[src/rtl/fetch_unit.sv]
// Instruction fetch stage: one outstanding imem read, registered
// instruction hand-off to decode with stall and redirect handling.
module fetch_unit #(
    parameter logic [31:0] RESET_PC   = 32'h0000_0000,
    parameter logic [31:0] NOP_INSTR  = 32'h0000_0013,
    parameter logic [31:0] COUNT_INIT = 32'h0000_0000
) (
    input  logic        clk,
    input  logic        arst_n,
    input  logic        enable,
    input  logic        stall,
    input  logic        redirect,
    input  logic [31:0] redirect_pc,
    output logic        imem_req,
    output logic [31:0] imem_addr,
    input  logic        imem_rvalid,
    input  logic [31:0] imem_rdata,
    output logic [31:0] instr,
    output logic [6:0]  opcode,
    output logic [31:0] instr_pc,
    output logic        instr_valid,
    output logic [31:0] instr_count
);

    typedef enum logic [1:0] {
        IDLE,
        REQ,
        WAIT,
        HOLD
    } state_t;

    state_t      state;
    state_t      state_nxt;
    logic [31:0] pc;
    logic [31:0] pc_nxt;
    logic        discard;
    logic        discard_nxt;
    logic        capture;
    logic        accept;

    assign opcode = instr[6:0];

    always_comb begin
        capture = (state == WAIT) && imem_rvalid
                  && !discard && !redirect;
        accept  = instr_valid && !stall && !redirect;

        pc_nxt = pc;
        if (redirect) begin
            pc_nxt = redirect_pc & 32'hFFFF_FFFC;
        end else if (capture) begin
            pc_nxt = pc + 32'd4;
        end

        state_nxt   = state;
        discard_nxt = 1'b0;
        unique case (state)
            IDLE: begin
                state_nxt = enable ? REQ : IDLE;
            end
            REQ: begin
                // The request is already on the bus; only its reply can be dropped.
                state_nxt   = WAIT;
                discard_nxt = redirect;
            end
            WAIT: begin
                if (imem_rvalid) begin
                    if (capture) begin
                        state_nxt = HOLD;
                    end else begin
                        state_nxt = enable ? REQ : IDLE;
                    end
                end else begin
                    discard_nxt = discard | redirect;
                end
            end
            HOLD: begin
                if (redirect || !stall) begin
                    state_nxt = enable ? REQ : IDLE;
                end
            end
            default: begin
                state_nxt = IDLE;
            end
        endcase
    end

    always_ff @(posedge clk or negedge arst_n) begin
        if (!arst_n) begin
            state       <= IDLE;
            pc          <= RESET_PC;
            discard     <= 1'b0;
            imem_req    <= 1'b0;
            imem_addr   <= RESET_PC;
            instr       <= NOP_INSTR;
            instr_pc    <= 32'h0000_0000;
            instr_valid <= 1'b0;
            instr_count <= COUNT_INIT;
        end else begin
            state    <= state_nxt;
            pc       <= pc_nxt;
            discard  <= discard_nxt;
            imem_req <= (state_nxt == REQ);
            if (state_nxt == REQ) begin
                imem_addr <= pc_nxt;
            end
            if (capture) begin
                instr       <= imem_rdata;
                instr_pc    <= pc;
                instr_valid <= 1'b1;
            end else if (redirect || accept) begin
                instr       <= NOP_INSTR;
                instr_valid <= 1'b0;
            end
            if (accept) begin
                instr_count <= instr_count + 32'd1;
            end
        end
    end

endmodule

[config.mk]
export PLATFORM = sky130hd
export DESIGN_NAME = fetch_unit
export DESIGN_NICKNAME = d
export VERILOG_FILES = /design/src/rtl/fetch_unit.sv
export SDC_FILE = /design/constraint.sdc
export NUM_CORES = 1
export LEC_CHECK = 0
export CORE_ASPECT_RATIO = 0.7
export CORE_MARGIN = 2
export CORE_UTILIZATION = 48
export DETAILED_ROUTE_END_ITERATION = 8
export HOLD_SLACK_MARGIN = 0.08
export PLACE_DENSITY = 0.81
export RECOVER_POWER = 100
export SYNTH_ARGS = -nofsm -noshare
export SYNTH_HDL_FRONTEND = slang
export SYNTH_SLANG_ARGS = --single-unit
[constraint.sdc]
create_clock -name clk -period 2.9 [get_ports clk]
set_input_delay 0.58 -clock clk [delete_from_list [all_inputs] [get_ports clk]]
set_output_delay 0.58 -clock clk [all_outputs]
set_load 0.01 [all_outputs]
# == Word-level counts from Yosys, hierarchy flattened ==
# Index checks and enable logic that the tools add are counted.
# totals
word_cells,41
regBits,165
input_bits,70
output_inout_bits,137
# classes
add_sub_neg,2
reduce_logical,12
bitwise,1
n_eq_ne,4
muxes,13
# ops
op,count
2-to-1 mux 32 bit,4
adder 32 x 1 -> 32 bit (second input constant),1
adder 32 x 3 -> 32 bit (second input constant),1
one-hot mux 2 bit (4 select lines),1
2-to-1 mux 2 bit,3
logical AND 1 bit,5
== test 2 x 1 -> 1 bit (second input constant),2
== test 2 bit (second input constant),2
2-to-1 mux 1 bit,4
logical NOT 1 bit,3
logical NOT 2 bit,1
logical OR 1 bit,2
one-hot mux 1 bit (2 select lines),1
nonzero test 2 bit,1
bitwise OR 1 bit,1

# == Logic depth before layout (Yosys ltp) ==
# depth
depth_word,8
ltp_mapped,9
ltp_nobuf,7

# == Worst setup path after synthesis ==
# OpenSTA, ideal clock, no wires.
# synth_timing
path_type,input port to flip-flop
from,in redirect
to,reg imem_addr[31]
arrival_time_ns,2.319
path_buffers,2
slack_ns,0.457
required_time_ns,2.775
setup_time_ns,0.125
cell_stages,7
cell_sequence,buf_6 > nand4bb_4 > or4_4 > buf_6 > o311a_1 > a211o_1 > mux2_2
# synth_between
word_cells_on_any_way,10
cone_classes,eq/ne: 1; mux: 6; reduce/logical: 3
# synth_lines
item,line,text
from (decl),12,"input logic redirect,"
logical NOT 1 bit,45,&& !discard && !redirect;
logical AND 1 bit,45,
2-to-1 mux 32 bit,51,end else if (capture) begin
2-to-1 mux 32 bit (*),49,if (redirect) begin
net pc_nxt[31],35,logic [31:0] pc_nxt;
to (signal assigned),105,imem_addr <= pc_nxt;
to (decl),15,"output logic [31:0] imem_addr,"
# The timed path passes the listed nets; every way through them passes the cells marked *.
# A chain may end at the register's enable or synchronous reset.

# == Worst setup path after layout ==
# layout_timing
from,reg state[0]
to,reg imem_addr[27]
# layout_between
word_cells_on_any_way,14
cone_classes,eq/ne: 4; mux: 6; reduce/logical: 4
# layout_lines
item,line,text
from (decl),32,state_t state;
from (signal assigned),100,state <= state_nxt;
== test 2 bit,44,capture = (state == WAIT) && imem_rvalid
logical AND 1 bit,44,
logical AND 1 bit (2 in a row),45,
2-to-1 mux 32 bit,51,
2-to-1 mux 32 bit,49,
net pc_nxt[27],35,
# The timed path passes the listed nets, and every way through them passes these cells.

==> impl_metrics.ini <==
[cells_and_area]
final-seq-area_um2 = 4130
layout.core_utilization_pct = 67.8
final_common_cell = sky130_fd_sc_hd__dfrtp_1
share_of_post_route_cells_with_drive_strength_above_1_pct = 9.76
multi_input_comb_area_um2 = 2760
num-fill-cells = 1109
mostFrequentLayoutCells = 162 x sky130_fd_sc_hd__dfrtp_1, 139 x sky130_fd_sc_hd__dlygate4sd3_1, 126 x sky130_fd_sc_hd__nand2_1
final_net_count = 924
stdcell_area_um2 = 9950
layout-area-overhead-vs-synth_pct = 38.4
insertedDiodeCount = 0

[route]
drt_drc_violations_left = 0
antenna_violating_nets_post_route = 0
vias_per_cell = 5.49
dr_total_vias = 5796
routed_wire_length_per_instance_um = 17.7
first_pass_iters = 5
routed_wirelength_mm = 18.7
first_drt_iteration_drcs = 366

[timing]
setup-tns-final_ps = 0
grt_setup_unrepaired = no
timing_hold_violations_final = 0
setup_viol_count_final = 0
final.hold.worst_slack_ps = 460
worst_pin_slew_ps = 1820
final_critical_delay_including_setup_and_external_delays_ps = 2680
timing.clock.skew_ps = 10.9
drv_slew = 72
fmax_ghz = 0.373
slew_headroom_pct = -21.4
worst_setup_margin_ps = 222
final_min_period_over_clock_period_pct = 92.4

[yosys]
yosysUniqueCellTypes = 51
synth_largest_area_cell = sky130_fd_sc_hd__dfrtp_1
number_of_cells_produced_by_synthesis = 652
postSynthAreaPerCell_um2 = 11.0
top_cells_by_area_synth = sky130_fd_sc_hd__dfrtp_1 56%, sky130_fd_sc_hd__nand2_1 6.6%, sky130_fd_sc_hd__mux2_2 5.2%, sky130_fd_sc_hd__a22o_1 3.8%, sky130_fd_sc_hd__xnor2_1 3.5%
syn-num-nets = 728
synth_enable_flop_cells = 0
synth_top_area_share_pct = 56.4
synth-seq-cells = 165
synth_flop_cell = sky130_fd_sc_hd__dfrtp_1
synth-warning-count = 0
syn_area_um2 = 7190
synth-async-reset-ratio_pct = 100
seq_area_frac_synth_pct = 57.5

[cts]
clock_insertion_delay_at_the_later_pin_of_the_skew_report_ps = 420
cts_setup_buffers = 0
clock-sinks = 165
clkTransAtPathRegs_ps = 60
root_buffer = sky130_fd_sc_hd__clkbuf_16
cts_repair_resize_count = 0
clk_path_buf_depth = 2
numCtsBuffers = 17
cts-hold-fix-buffers = 0
cts_tree = done
h-tree-depth = 4

[power]
power_switching_share_pct = 30.3
p_clk_share_pct = 27.4
net-switching-power_mw = 2.37
sequentialPowerShare_pct = 41.3
total_leakage_power_nw = 4.60
comb_power_share_pct = 31.3
power_per_cell_area_nw_per_um2 = 786
power_report.internal_total_mw = 5.45
worst_ir_drop_vdd_uv = 507

[status]
failed_checks = capacitance limit, slew limit
run_status = finished, violations left

[grt]
grtUsageTotal_pct = 24.0
grt_antenna_before_repair = 0
grt_first_pass_wirelength_mm = 29.9
grt_start_max_net_pins = 74
grt.overflow.total = 0
via_count_of_the_first_global_routing_pass = 5870

[floorplanning]
floorplan.initialDensity_pct = 49.0
floorplan.core_area_um2 = 14700
io-pin-count = 207
rows = 37
die-width_um = 150
die_y_um = 106
dieArea_um2 = 16000

[critical_path]
critical_path.endpoint_type = flip-flop
ff2ff_setup_slack_ps = 220
reg2reg_from = state[0]$_DFF_PN0_
crit_required_ps = 3200
critical_path.startpoint = state[0]$_DFF_PN0_
ff2ff_path_depth = 8
critical_path_peak_fanout = 11
cp.arrival_ps = 2980
worstSetupEndpoint = imem_addr[27]$_DFFE_PN0N_
critPathKind = reg -> reg
worstSetupStartpointType = flip-flop
r2r_end = imem_addr[27]$_DFFE_PN0N_

[placement]
detailed_place.area_um2 = 9450
dpl.hpwl_mm = 13.1
io_buffer_count = 204
pre_cts_setup_slack_ps = 29.0
globalplace.congestion = 0.840

[job]
maxCapViolations = 1

[worst_hold_path]
hp-class = reg -> reg
worstHoldPathCells = 2
==> cell usage after synthesis, types with 3 or more instances <==
cell type                  instances
sky130_fd_sc_hd__a21oi_1           3
sky130_fd_sc_hd__a22o_1           31
sky130_fd_sc_hd__a31oi_1          11
sky130_fd_sc_hd__and2_1            6
sky130_fd_sc_hd__and3_1           12
sky130_fd_sc_hd__and4_1            9
sky130_fd_sc_hd__buf_2             4
sky130_fd_sc_hd__buf_4             7
sky130_fd_sc_hd__buf_6             3
sky130_fd_sc_hd__clkbuf_1         29
sky130_fd_sc_hd__dfrtp_1         162
sky130_fd_sc_hd__dfstp_2           3
sky130_fd_sc_hd__ha_1              6
sky130_fd_sc_hd__inv_1            13
sky130_fd_sc_hd__mux2_2           33
sky130_fd_sc_hd__nand2_1         126
sky130_fd_sc_hd__nand2b_1          3
sky130_fd_sc_hd__nand3_1          23
sky130_fd_sc_hd__nand4_1          17
sky130_fd_sc_hd__nor2_1           16
sky130_fd_sc_hd__nor2b_1           6
sky130_fd_sc_hd__nor3_1           10
sky130_fd_sc_hd__o211ai_1          4
sky130_fd_sc_hd__o21ai_0          24
sky130_fd_sc_hd__o22a_1            3
sky130_fd_sc_hd__o31ai_1           5
sky130_fd_sc_hd__or3_1             7
sky130_fd_sc_hd__or4_1            11
sky130_fd_sc_hd__xnor2_1          29
sky130_fd_sc_hd__xor2_1           10
==> cell type report <==
type | instances | share of cell area [%]
multi-input combinational | 429 | 27.8
tap | 195 | 2.45
sequential | 165 | 41.6
inverter | 13 | 0.491
timing repair buffer | 222 | 22.0
clock inverter | 8 | 0.742
clock buffer | 24 | 4.94
==> registers in the layout, summed over array words and instances, names as in the netlist <==
register / cells
state: 2
instr: 32
instr_pc: 32
discard: 1
pc: 32
instr_count: 32
imem_req: 1
imem_addr: 32
instr_valid: 1
==> metal layers <==
metal,track usage (%),vias up,routed length [µm]
met5,0,-,0
met4,6.00,0,167
met3,7.42,20,1580
met2,38.4,256,8930
met1,32.0,2830,8060
li1,-,2690,-
==> critical path: stages (launching register included) <==
cell and delay, ps:
sky130_fd_sc_hd__dfrtp_1 410, sky130_fd_sc_hd__inv_1 120, sky130_fd_sc_hd__ha_1 250, sky130_fd_sc_hd__nand4bb_1 240
sky130_fd_sc_hd__or4_4 660, sky130_fd_sc_hd__clkbuf_1 170, sky130_fd_sc_hd__a221oi_1 270, sky130_fd_sc_hd__nand3_1 160
sky130_fd_sc_hd__mux2_2 280
==> stage by stage <==
step | power (mW) | instances
2_1_floorplan | 4.43 | 652
3_3_place_gp | 5.87 | 1024
3_5_place_dp | 5.95 | 1024
4_1_cts | 8.14 | 1056
5_1_grt | 8.25 | 1056
6_report | 7.82 | 1056
==> power by group through the flow <==
stage / Clock, mW / Sequential [mW] / Combinational (mW)
global placement: 0 / 3.25 / 2.61
global route: 2.29 / 3.30 / 2.66
finish: 2.14 / 3.23 / 2.45
CTS: 2.19 / 3.25 / 2.70
detailed placement: 0 / 3.28 / 2.67
floorplan: 0 / 3.44 / 0.993
==> how the worst min path moves through the flow <==
stage                                             end                      from  slack (ps)
after global placement        instr_pc[0]$_DFFE_PN0N_           pc[0]$_DFF_PN0_         450
after floorplan                     discard$_DFF_PN0_                    arst_n         280
after global routing         instr_pc[23]$_DFFE_PN0N_  instr_pc[23]$_DFFE_PN0N_         490
after detailed placement      instr_pc[1]$_DFFE_PN0N_           pc[1]$_DFF_PN0_         450
final                         instr_pc[1]$_DFFE_PN0N_           pc[1]$_DFF_PN0_         460
after CTS                 instr_count[30]$_DFFE_PN0P_                    arst_n         190
==> kinds of logic after synthesis <==
family / Yosys count / share of synthesized area (%)
fa+ha+maj: 6 / 1.04
compound gates: 95 / 9.78
simple gates: 255 / 17.8
mux: 34 / 5.31
buf+inv: 58 / 3.78
xor+xnor: 39 / 4.75
flops: 165 / 57.5
No activity file was read; power rests on OpenSTA's default activity.
